### config.mk
export PLATFORM = sky130hd
export DESIGN_NAME = vga_mode_timing
export DESIGN_NICKNAME = d
export VERILOG_FILES = /design/src/rtl/vga_mode_timing_pkg.sv /design/src/rtl/vga_mode_timing_pixel_tick_gen.sv /design/src/rtl/vga_mode_timing.sv
export SDC_FILE = /design/constraint.sdc
export NUM_CORES = 1
export LEC_CHECK = 0
export CORE_MARGIN = 2
export CORE_UTILIZATION = 46
export CTS_CLUSTER_SIZE = 14
export DETAILED_ROUTE_END_ITERATION = 6
export GPL_TIMING_DRIVEN = 0
export PLACE_DENSITY = 0.75
export SLEW_MARGIN = 25
export SYNTH_ARGS = -nofsm -noshare
export SYNTH_HDL_FRONTEND = slang
export SYNTH_SLANG_ARGS = --single-unit
export TNS_END_PERCENT = 20
### constraint.sdc
create_clock -name clk -period 3.4 [get_ports clk]
set_clock_uncertainty 0.1 [all_clocks]
set_input_delay 1.02 -clock clk [delete_from_list [all_inputs] [get_ports clk]]
set_output_delay 1.02 -clock clk [all_outputs]
set_load 0.1 [all_outputs]
### src/rtl/vga_mode_timing_pkg.sv
// Shared types and the constant video mode table for vga_mode_timing.
// Counter widths are derived from the largest totals in the table.
package vga_mode_timing_pkg;

  localparam int MODE_FIELD_W = 12;

  typedef struct packed {
    logic [MODE_FIELD_W-1:0] h_res;
    logic [MODE_FIELD_W-1:0] h_fp;
    logic [MODE_FIELD_W-1:0] h_sync;
    logic [MODE_FIELD_W-1:0] h_bp;
    logic [MODE_FIELD_W-1:0] v_res;
    logic [MODE_FIELD_W-1:0] v_fp;
    logic [MODE_FIELD_W-1:0] v_sync;
    logic [MODE_FIELD_W-1:0] v_bp;
    logic                    h_pol;
    logic                    v_pol;
  } vga_mode_t;

  function automatic logic [MODE_FIELD_W-1:0] mode_h_total(input vga_mode_t m);
    return m.h_res + m.h_fp + m.h_sync + m.h_bp;
  endfunction

  function automatic logic [MODE_FIELD_W-1:0] mode_v_total(input vga_mode_t m);
    return m.v_res + m.v_fp + m.v_sync + m.v_bp;
  endfunction

  function automatic int max_int(input int a, input int b);
    return (a > b) ? a : b;
  endfunction

  localparam vga_mode_t MODE_640X480 = '{
    h_res: 12'd640, h_fp: 12'd16, h_sync: 12'd96, h_bp: 12'd48,
    v_res: 12'd480, v_fp: 12'd10, v_sync: 12'd2,  v_bp: 12'd33,
    h_pol: 1'b0,    v_pol: 1'b0
  };

  localparam vga_mode_t MODE_800X600 = '{
    h_res: 12'd800, h_fp: 12'd40, h_sync: 12'd128, h_bp: 12'd88,
    v_res: 12'd600, v_fp: 12'd1,  v_sync: 12'd4,   v_bp: 12'd23,
    h_pol: 1'b1,    v_pol: 1'b1
  };

  localparam vga_mode_t [1:0] VGA_MODE_TABLE = {MODE_800X600, MODE_640X480};

  localparam int H_TOTAL_MAX = max_int(int'(mode_h_total(MODE_640X480)),
                                       int'(mode_h_total(MODE_800X600)));
  localparam int V_TOTAL_MAX = max_int(int'(mode_v_total(MODE_640X480)),
                                       int'(mode_v_total(MODE_800X600)));

  localparam int X_POS_W = $clog2(H_TOTAL_MAX);
  localparam int Y_POS_W = $clog2(V_TOTAL_MAX);

endpackage

### src/rtl/vga_mode_timing_pixel_tick_gen.sv
// Pixel-rate tick: one registered pulse every DIV system clocks, constant high for DIV=1.
module pixel_tick_gen #(
  parameter int DIV = 2
) (
  input  logic clk,
  input  logic rst_n,
  output logic tick
);

  localparam int CNT_W = (DIV > 1) ? $clog2(DIV) : 1;
  localparam logic [CNT_W-1:0] LAST = CNT_W'(DIV - 1);

  logic [CNT_W-1:0] div_cnt;

  always_ff @(posedge clk or negedge rst_n) begin
    if (!rst_n) begin
      div_cnt <= '0;
      tick    <= 1'b0;
    end else begin
      if (div_cnt == LAST) div_cnt <= '0;
      else                 div_cnt <= div_cnt + CNT_W'(1);
      tick <= (div_cnt == LAST);
    end
  end

endmodule

### src/rtl/vga_mode_timing.sv
// Multi-mode VGA timing generator with frame-boundary mode switching.
// All video outputs are registered from the counter state, so they share one clock of latency.
module vga_mode_timing
  import vga_mode_timing_pkg::*;
#(
  parameter int                        BOARD_CLK_MHZ = 50,
  parameter int                        PIXEL_CLK_MHZ = 25,
  parameter int                        NUM_MODES     = 2,
  parameter int                        DEFAULT_MODE  = 0,
  parameter vga_mode_t [NUM_MODES-1:0] MODE_TABLE    = VGA_MODE_TABLE,
  localparam int                       SEL_W         = (NUM_MODES > 1) ? $clog2(NUM_MODES) : 1
) (
  input  logic               clk,
  input  logic               rst_n,
  input  logic [SEL_W-1:0]   mode_sel,
  input  logic               mode_req,
  output logic               mode_ack,
  output logic               mode_err,
  output logic [SEL_W-1:0]   mode_cur,
  output logic               pixel_en,
  output logic               hsync,
  output logic               vsync,
  output logic               display_on,
  output logic [X_POS_W-1:0] x_pos,
  output logic [Y_POS_W-1:0] y_pos,
  output logic               frame_start,
  output logic               line_start
);

  localparam int        DIV     = BOARD_CLK_MHZ / PIXEL_CLK_MHZ;
  localparam vga_mode_t RST_CFG = MODE_TABLE[DEFAULT_MODE];

  logic                    tick;
  logic [X_POS_W-1:0]      h_cnt;
  logic [Y_POS_W-1:0]      v_cnt;
  logic                    pend_valid;
  logic [SEL_W-1:0]        pend_mode;
  vga_mode_t               cfg;
  logic [MODE_FIELD_W-1:0] hc, vc, h_sync_beg, h_sync_end, v_sync_beg, v_sync_end;
  logic                    h_last, v_last, h_in_sync, v_in_sync, req_valid;

  pixel_tick_gen #(.DIV(DIV)) u_tick (
    .clk  (clk),
    .rst_n(rst_n),
    .tick (tick)
  );

  always_comb begin
    cfg        = MODE_TABLE[mode_cur];
    hc         = MODE_FIELD_W'(h_cnt);
    vc         = MODE_FIELD_W'(v_cnt);
    h_sync_beg = cfg.h_res + cfg.h_fp;
    h_sync_end = h_sync_beg + cfg.h_sync;
    v_sync_beg = cfg.v_res + cfg.v_fp;
    v_sync_end = v_sync_beg + cfg.v_sync;
    h_last     = (hc == mode_h_total(cfg) - MODE_FIELD_W'(1));
    v_last     = (vc == mode_v_total(cfg) - MODE_FIELD_W'(1));
    h_in_sync  = (hc >= h_sync_beg) && (hc < h_sync_end);
    v_in_sync  = (vc >= v_sync_beg) && (vc < v_sync_end);
    req_valid  = ({1'b0, mode_sel} < (SEL_W+1)'(NUM_MODES));
  end

  always_ff @(posedge clk or negedge rst_n) begin
    if (!rst_n) begin
      h_cnt       <= '0;
      v_cnt       <= '0;
      mode_cur    <= SEL_W'(DEFAULT_MODE);
      pend_valid  <= 1'b0;
      pend_mode   <= '0;
      pixel_en    <= 1'b0;
      mode_ack    <= 1'b0;
      mode_err    <= 1'b0;
      frame_start <= 1'b0;
      line_start  <= 1'b0;
      display_on  <= 1'b0;
      x_pos       <= '0;
      y_pos       <= '0;
      hsync       <= ~RST_CFG.h_pol;
      vsync       <= ~RST_CFG.v_pol;
    end else begin
      pixel_en    <= tick;
      frame_start <= tick && (h_cnt == '0) && (v_cnt == '0);
      line_start  <= tick && (h_cnt == '0);
      x_pos       <= h_cnt;
      y_pos       <= v_cnt;
      hsync       <= h_in_sync ? cfg.h_pol : ~cfg.h_pol;
      vsync       <= v_in_sync ? cfg.v_pol : ~cfg.v_pol;
      display_on  <= (hc < cfg.h_res) && (vc < cfg.v_res);
      mode_ack    <= 1'b0;
      mode_err    <= 1'b0;

      if (tick) begin
        if (h_last) begin
          h_cnt <= '0;
          if (v_last) begin
            v_cnt <= '0;
            if (pend_valid) begin
              mode_cur   <= pend_mode;
              pend_valid <= 1'b0;
              mode_ack   <= 1'b1;
            end
          end else begin
            v_cnt <= v_cnt + Y_POS_W'(1);
          end
        end else begin
          h_cnt <= h_cnt + X_POS_W'(1);
        end
      end

      // Placed after the apply logic so a request landing on the wrap tick stays pending.
      if (mode_req) begin
        if (req_valid) begin
          pend_mode  <= mode_sel;
          pend_valid <= 1'b1;
        end else begin
          mode_err <= 1'b1;
        end
      end
    end
  end

endmodule
After elaboration in Yosys (flattened, before gate mapping)
Cells that the tools add are included.
{ "totals": {"reg_bits": 54, "inputBits": 4, "wordCells": 66, "out_inout_bits": 30} }
{ "op_classes": {"bitwise_logic": 2, "reduce_logical": 13, "n_addsub": 11, "eq_ne": 2, "muxes": 15, "order_cmp": 7} }
{ "ops": {"columns": ["op", "count"], "rows": [
  ["98-bit 2-to-1 mux", 1],
  ["95-bit 2-to-1 mux", 1],
  ["12-bit adder", 6],
  ["10-bit by 12-bit < comparator with 1-bit output", 2],
  ["11-bit by 12-bit < comparator with 1-bit output", 2],
  ["12-bit by 1-bit subtractor with 12-bit output, second input constant", 2],
  ["10-bit by 12-bit equality test with 1-bit output", 1],
  ["11-bit by 12-bit equality test with 1-bit output", 1],
  ["10-bit by 12-bit >= comparator with 1-bit output", 1],
  ["11-bit by 12-bit >= comparator with 1-bit output", 1],
  ["11-bit by 1-bit adder with 11-bit output, second input constant", 1],
  ["11-bit logical NOT", 1],
  ["1-bit 2-to-1 mux", 11],
  ["11-bit 2-to-1 mux", 1],
  ["10-bit by 1-bit adder with 10-bit output, second input constant", 1],
  ["10-bit logical NOT", 1],
  ["10-bit 2-to-1 mux", 1],
  ["2-bit nonzero test", 3],
  ["1-bit logical AND", 5],
  ["4-bit AND reduction", 1],
  ["3-bit AND reduction", 1],
  ["1-bit by 2-bit < comparator with 1-bit output, second input constant", 1],
  ["1-bit inverter", 2],
  ["2-bit AND reduction", 1],
  ["1-bit adder, second input constant", 1]
]} }

Longest topological paths before layout
Gate-level depths: netlist of the first run.
{ "logic_depth": {"word_depth": 11, "depth_mapped": 7, "depth_no_buf": 6} }

Modules after synthesis
A second synthesis of the first run with hierarchy kept.
{ "hier_totals": {"cells_unflattened": 219, "area_unflattened_um2": 2571.2} }
{ "by_module_without_submodules": {"columns": ["mod", "area_per_inst_um2", "instances", "cells_per_inst", "seq_area_each_um2"], "rows": [
  ["vga_mode_timing", 2517.4, 1, 216, 1303.8],
  ["pixel_tick_gen", 53.8, 1, 3, 50.0]
]} }

Worst setup path before layout of the first run
No wires, ideal clock.
{ "synth_path": {"path_kind": "register to register", "start": "reg mode_cur", "end": "reg v_cnt[5]", "stages_incl_launch_ff": 8, "arrival_ns": 3.177, "synth_period_minus_slack_ns": 3.360, "setup_time_ns": 0.083, "path_buffers": 1, "slack_ns": 0.040, "required_ns": 3.217, "path_cell_list": "dfrtp_1 inv_1 ha_1 nand3b_1 a2111o_1 buf_6 or4_1 o21ai_0"} }
{ "synth_via": {"elab_chain_len": 8, "elab_cells_between_ends": 14, "classes_between": "add/sub (8); eq/ne (2); mux (3); reduce/logical (1)"} }
{ "synth_lines": {"columns": ["item", "line", "source"], "rows": [
  ["from (decl)", "vga_mode_timing.sv:19", "output logic [SEL_W-1:0] mode_cur,"],
  ["from (signal assigned)", "vga_mode_timing.sv:67", "mode_cur <= SEL_W'(DEFAULT_MODE);"],
  ["from (signal assigned)", "vga_mode_timing.sv:98", "mode_cur <= pend_mode;"],
  ["95-bit 2-to-1 mux (implied by the code) (*)", "vga_mode_timing.sv:49", "cfg = MODE_TABLE[mode_cur];"],
  ["98-bit 2-to-1 mux (implied by the code) (*)", "vga_mode_timing.sv:49", null],
  ["12-bit adder (on tied branches) (3 in a row)", "vga_mode_timing_pkg.sv:25, vga_mode_timing_pkg.sv:21", null],
  ["12-bit by 1-bit subtractor with 12-bit output (on tied branches)", "vga_mode_timing.sv:57, vga_mode_timing.sv:56", null],
  ["10-bit by 12-bit equality test with 1-bit output / 11-bit by 12-bit equality test with 1-bit output (equally long branches)", "vga_mode_timing.sv:57, vga_mode_timing.sv:56", null],
  ["10-bit 2-to-1 mux / 2-bit AND reduction (equally long branches)", null, null],
  ["to (signal assigned)", "vga_mode_timing.sv:103", "v_cnt <= v_cnt + Y_POS_W'(1);"],
  ["to (decl)", "vga_mode_timing.sv:35", "logic [Y_POS_W-1:0] v_cnt;"]
]} }
Every way passes the cells marked *; elsewhere a longest branch is shown, timed or not. The select of a mux whose other input is x is not followed.
A chain may end at the register's enable or synchronous reset.

Worst setup path in the final report of the first run
{ "layout_path": {"start": "reg mode_cur", "end": "out mode_cur"} }
No word-level cell between the ends.

==> impl_metrics.tcl, run 1 <==
set metrics [dict create \
    status "finished clean" \
    layout.nets 293 \
    rows 27 \
    syn_to_final_growth_pct 20.45 \
    ctsRootBufferMaster "clkbuf_8" \
    power.share.switching_pct 21.00 \
    htreeDepth 2 \
    post-route-period-util_pct 92.39 \
    intPower_uw 868.7 \
    io_buffer_count 32 \
    cts_buffers 5 \
    slowest_stage "dlygate4sd2_1" \
    placed_cells 335 \
    ir_drop_mv 0.2060 \
    hold_viol 0 \
    hp-class "flip-flop to flip-flop" \
    antenna_cells 0 \
    power.density_nw_per_um2 359.6 \
    grt_pass1_wl_um 8376 \
    cp-start-kind "flip-flop" \
    yosysWarningCount 0 \
    end_kind "output port" \
    whs_ns 0.2806 \
    syn_area_um2 2539 \
    fmax_mhz 318.3 \
    synth_cells 231 \
    grt_max_degree 55 \
    yosysMostFrequentCell "dfrtp_1" \
    wl_met2_um 2230 \
    clkPwrFrac_pct 39.5 \
    synthDistinctLibCells 47 \
    cp_max_fo 19 \
    crit_type "flip-flop to output port" \
    rsz0062_at_grt "no" \
    crit_chain "dlygate4sd2_1" \
    maxCapViolations 0 \
    final_layout_size_suffix_gt1_share_pct 6.642 \
    postSynthNetCount 254 \
    power.share.sequential_pct 58.5 \
    dieArea_um2 6129 \
    wl_met1_um 2386 \
    initial_core_util_pct 46.97 \
    syn_area_per_cell_um2 10.99 \
    hold_buffers 0 \
    clkTransAtPathRegs_ns 0.10 \
    tightest_slew_ns 0.9742 \
    clk_path_buf_depth 2 \
    grtUsageTotal_pct 17.13 \
    grt_overflow 0 \
    synth_edf_count 0 \
    leakage_uw 0.001400 \
    routed_wl_um 4847 \
    gp_congestion 0.7826 \
    cts_tree "done" \
    highest_layer "met4" \
    viasPerCell 5.420 \
    synth_top_area_share_pct 51.26 \
    clk_latency_ns 0.31 \
    core_area_um2 5405 \
    period_minus_slack_ns 3.141 \
    final_cells 343 \
    drt-pass1-iter-count 4 \
    max_stage_delay_ns 0.93 \
    grt_pass1_vias 1792 \
    yosys.area.top_type "dfrtp_1" \
    dominantRegCellSynth "dfrtp_1" \
    die_x_um 78.29 \
    slew_violations 0 \
    postSynth.asyncResetShare_pct 100.0 \
    avgRoutedWirePerCell_um 14.13 \
    critPathArrivalTime_ns 2.02 \
    combPwrFrac_pct 2.0 \
    vias 1859 \
    yosys-top-cells-count "dfrtp_1 (52), ha_1 (19), inv_1 (16)" \
    drt_drc_violations_left 0 \
    antenna_found_initial 0 \
    die_y_um 78.29 \
    setup_viol 0 \
    route.met3.wl_um 181 \
    slew_headroom_pct 34.85 \
    io_pins 34 \
    p_switching_uw 231.0 \
    cts.sinks 54 \
    required_ns 2.28 \
    seq_area_frac_synth_pct 53.33 \
    synth.area.top_cells "dfrtp_1 (51%), ha_1 (9.4%), o21ai_0 (2.8%)" \
    cp_num_buf_inv 1 \
    ys_ff_latch 54 \
    drtIter0Drc 151 \
    detail-route-antenna-nets 0 \
    dp_hpwl_um 3471 \
    critical_path.top_delay_family "buffers and inverters" \
]
[power groups by stage]
| stage | registers [uW] | logic, uW | clock network (uW) |
|---|---|---|---|
| 6_report | 644 | 21.9 | 434 |
| 5_1_grt | 644 | 24.7 | 472 |
| 4_1_cts | 644 | 22.9 | 441 |
| 3_5_place_dp | 656 | 23.0 | 0 |
| 3_3_place_gp | 656 | 22.8 | 0 |
| 2_1_floorplan | 656 | 7.10 | 0 |
[layer usage]
metal | GRT usage [%] | up-vias
met2 | 26.98 | 39
li1 | - | 914
met3 | 3.448 | 5
met4 | 4.912 | 0
met5 | 0 | -
met1 | 24.22 | 901
[what timing repair did]
item | CTS | global route
buffers inserted | 0 | 0
endpoints found under the hold margin | 0 | 0
endpoints found under the setup margin | 1 | 0
gates resized for setup | 1 | 0
[path summary, 6_finish.rpt]
check	startpoint	to	slack, ns	cells after the start
max	mode_cur	mode_cur	0.26	1
min	v_cnt[6]	y_pos[6]	0.28	0
max reg2reg	mode_cur	v_cnt[5]	0.33	7
min reg2reg	v_cnt[6]	y_pos[6]	0.28	0
max in group asynchronous	rst_n	x_pos[9]	2.12	1
min in group asynchronous	rst_n	v_cnt[0]	0.63	1
[state kept, by name, summed over array words and instances (netlist names), 10 cells and up]
name	cells
h_cnt	11
x_pos	11
v_cnt	10
y_pos	10
[final cells by class]
type,count,area (um2)
Fill cell,474,2347
Sequential cell,54,1354
Multi-Input combinational cell,155,1090
Timing Repair Buffer,32,316.6
Tap cell,72,90.09
Clock buffer,5,68.82
Inverter,16,60.06
Clock inverter,3,43.79
Buffer,6,35.03
[placed cells by master (no fill, tap or decap), types with 4 or more instances in the layout]
cell and n:
a21o_1 5, nand3_1 13, nand4_1 4, nor3_1 8, o21ai_0 14, xnor2_1 5
clkdlybuf4s50_1 30, nor2_1 10, nor4_1 4, nand2_1 15, a21oi_1 7, clkbuf_8 5
inv_1 16, dfrtp_1 52, ha_1 19, nand2b_1 4
[cell families (layout without fill, tap and decap cells)]
logic type | Yosys count | after routing | synth area share, %
AOI/OAI and AO/OA | 44 | 44 | 11.78
DFF | 54 | 54 | 53.33
muxes | 2 | 2 | 0.8871
buffers and inverters | 22 | 62 | 3.746
other | 1 | 1 | 0.1477
adders and majority gates | 19 | 19 | 9.364
xor gates and xnor gates | 8 | 8 | 2.760
and+or+nand+nor | 81 | 81 | 17.99
[worst reg2reg max path: cells and delay by family, from the launching register on]
family / cells / cell delay [ns]
compound gates: 2 / 0.53
buf+inv: 2 / 0.46
simple gates: 2 / 0.73
flops: 1 / 0.77
fa+ha+maj: 1 / 0.40
[stage by stage]
step | total power [uW] | setup slack [ns] | TNS, ns | cell area [um2] | utilization [%]
2_1_floorplan | 663.3 | 0.04049 | 0 | 2539 | -
3_3_place_gp | 679.1 | -0.2995 | -15.42 | 2949 | 54.56
3_5_place_dp | 679.2 | 0.2838 | 0 | 2947 | 54.51
4_1_cts | 1108 | 0.2604 | 0 | 3058 | 56.57
5_1_grt | 1141 | 0.08247 | 0 | 3058 | 56.57
6_report | 1100 | 0.2586 | 0 | 3058 | 56.57
(Power assumes the default switching activity.)
==> run 2: changes to the inputs <==
--- a/config.mk
+++ b/config.mk
@@ -9,6 +9,7 @@
 export CORE_UTILIZATION = 46
 export CTS_CLUSTER_SIZE = 14
 export DETAILED_ROUTE_END_ITERATION = 6
+export GPL_ROUTABILITY_DRIVEN = 0
 export GPL_TIMING_DRIVEN = 0
 export PLACE_DENSITY = 0.75
 export SLEW_MARGIN = 25
==> results of run 2 <==
No change in the layout: final DEF, timing and power equal those of run 1.
==> run 3: changes to the inputs <==
--- a/config.mk
+++ b/config.mk
@@ -5,6 +5,7 @@
 export SDC_FILE = /design/constraint.sdc
 export NUM_CORES = 1
 export LEC_CHECK = 0
+export CAP_MARGIN = 0
 export CORE_MARGIN = 2
 export CORE_UTILIZATION = 46
 export CTS_CLUSTER_SIZE = 14
@@ -12,6 +13,7 @@
 export GPL_ROUTABILITY_DRIVEN = 0
 export GPL_TIMING_DRIVEN = 0
 export PLACE_DENSITY = 0.75
+export REMOVE_ABC_BUFFERS = 1
 export SLEW_MARGIN = 25
 export SYNTH_ARGS = -nofsm -noshare
 export SYNTH_HDL_FRONTEND = slang
==> impl_metrics.tcl, run 3 (same netlist as run 1, synthesis figures left out) <==
set metrics [dict create \
    hp-class "flip-flop to flip-flop" \
    drtIter0Drc 131 \
    max_stage_delay_ns 1.13 \
    ctsRootBufferMaster "clkbuf_8" \
    p_total_uw 1182 \
    initial_core_util_pct 46.97 \
    final_common_cell "dfrtp_1" \
    cts_tree "done" \
    hold_buffers 0 \
    critical_path.top_delay_family "buffers and inverters" \
    mostFrequentLayoutCells "dfrtp_1 (51), clkdlybuf4s50_1 (30), ha_1 (19)" \
    die_y_um 78.29 \
    avgRoutedWirePerCell_um 13.93 \
    leakage_uw 0.001396 \
    ir_drop_mv 0.2522 \
    post-route-period-util_pct 90.94 \
    cp-start-kind "flip-flop" \
    grt_overflow 0 \
    worst_slack_ns 0.3081 \
    grt_pass1_vias 1742 \
    io_buffer_count 32 \
    slew_violations 0 \
    biggestRegsByFlops "h_cnt: 11 flops, x_pos: 11 flops" \
    vias 1878 \
    clkTransAtPathRegs_ns 0.09 \
    layout.nets 288 \
    power.density_nw_per_um2 385.6 \
    tightest_slew_ns 0.9756 \
    die_x_um 78.29 \
    whs_ns 0.2937 \
    status "finished clean" \
    end_kind "output port" \
    dieArea_um2 6129 \
    cp_max_fo 1 \
    io_pins 34 \
    grtUsageTotal_pct 17.22 \
    maxCapViolations 0 \
    slowest_stage "clkdlybuf4s50_1" \
    fin_setup_tns_ns 0 \
    dp_hpwl_um 3243 \
    clk_path_buf_depth 2 \
    final_layout_size_suffix_gt1_share_pct 6.767 \
    antenna_cells 0 \
    required_ns 2.28 \
    critPathArrivalTime_ns 1.97 \
    crit_type "flip-flop to output port" \
    period_minus_slack_ns 3.092 \
    drt_drc_violations_left 0 \
    fin_util_pct 56.71 \
    fmax_mhz 323.4 \
    antenna_found_initial 0 \
    core_area_um2 5405 \
    viasPerCell 5.556 \
    cts_buffers 5 \
    slew_headroom_pct 34.76 \
    drt-pass1-iter-count 4 \
    cp_num_buf_inv 1 \
    clk_latency_ns 0.31 \
    grt_pass1_wl_um 8286 \
    setup_viol 0 \
    hold_viol 0 \
    htreeDepth 2 \
    grt_max_degree 55 \
    place_ws_ns 0.1819 \
    routed_wl_um 4708 \
    rows 27 \
    rsz0062_at_grt "no" \
    cts.sinks 54 \
    crit_chain "clkdlybuf4s50_1" \
    detail-route-antenna-nets 0 \
    syn_to_final_growth_pct 20.75 \
]
## run 3: metal layers
| layer | track usage, % | wire length, um |
|---|---|---|
| met5 | 0 | 0 |
| met4 | 6.316 | 43 |
| met2 | 25.86 | 2202 |
| met1 | 24.66 | 2246 |
| met3 | 3.793 | 216 |
## run 3: area by class of cell
type	count	area, um2
clock buffer	6	82.58
clock inverter	2	60.06
fill	466	2340
inverter	16	60.06
multi-input combinational	155	1096
sequential	54	1355
tap	72	90.09
timing repair buffer	33	321.6
## run 3: final timing paths
check	slack (ns)	start	cells after the start	endpoint
setup / recovery	0.31	vsync	1	vsync
hold / removal	0.29	u_tick.div_cnt	0	u_tick.tick
setup reg to reg	0.48	mode_cur	7	mode_cur
hold reg to reg	0.29	u_tick.div_cnt	0	u_tick.tick
max in group asynchronous	2.14	rst_n	1	mode_cur
min in group asynchronous	0.62	rst_n	1	y_pos[0]
## run 3: where the power goes
group | total (uW) | switching (uW) | internal (uW) | leakage (uW)
Sequential | 643 | 0.510 | 643 | 0.000696
Combinational | 20.5 | 16.6 | 3.94 | 0.000629
Clock | 518 | 204 | 314 | 0.0000714
Total | 1180 | 221 | 961 | 0.00140
## run 3: repair_timing
item                       CTS  global route
resized for setup            1             1
hold endpoints to repair     0             0
buffers inserted             0             0
setup endpoints to repair    1             1
## run 3: metrics by stage
step | instances | instance area, um2
after global placement | 329 | 2914
final | 338 | 3065
after CTS | 338 | 3064
after global routing | 338 | 3065
after floorplan | 225 | 2504
after detailed placement | 330 | 2923
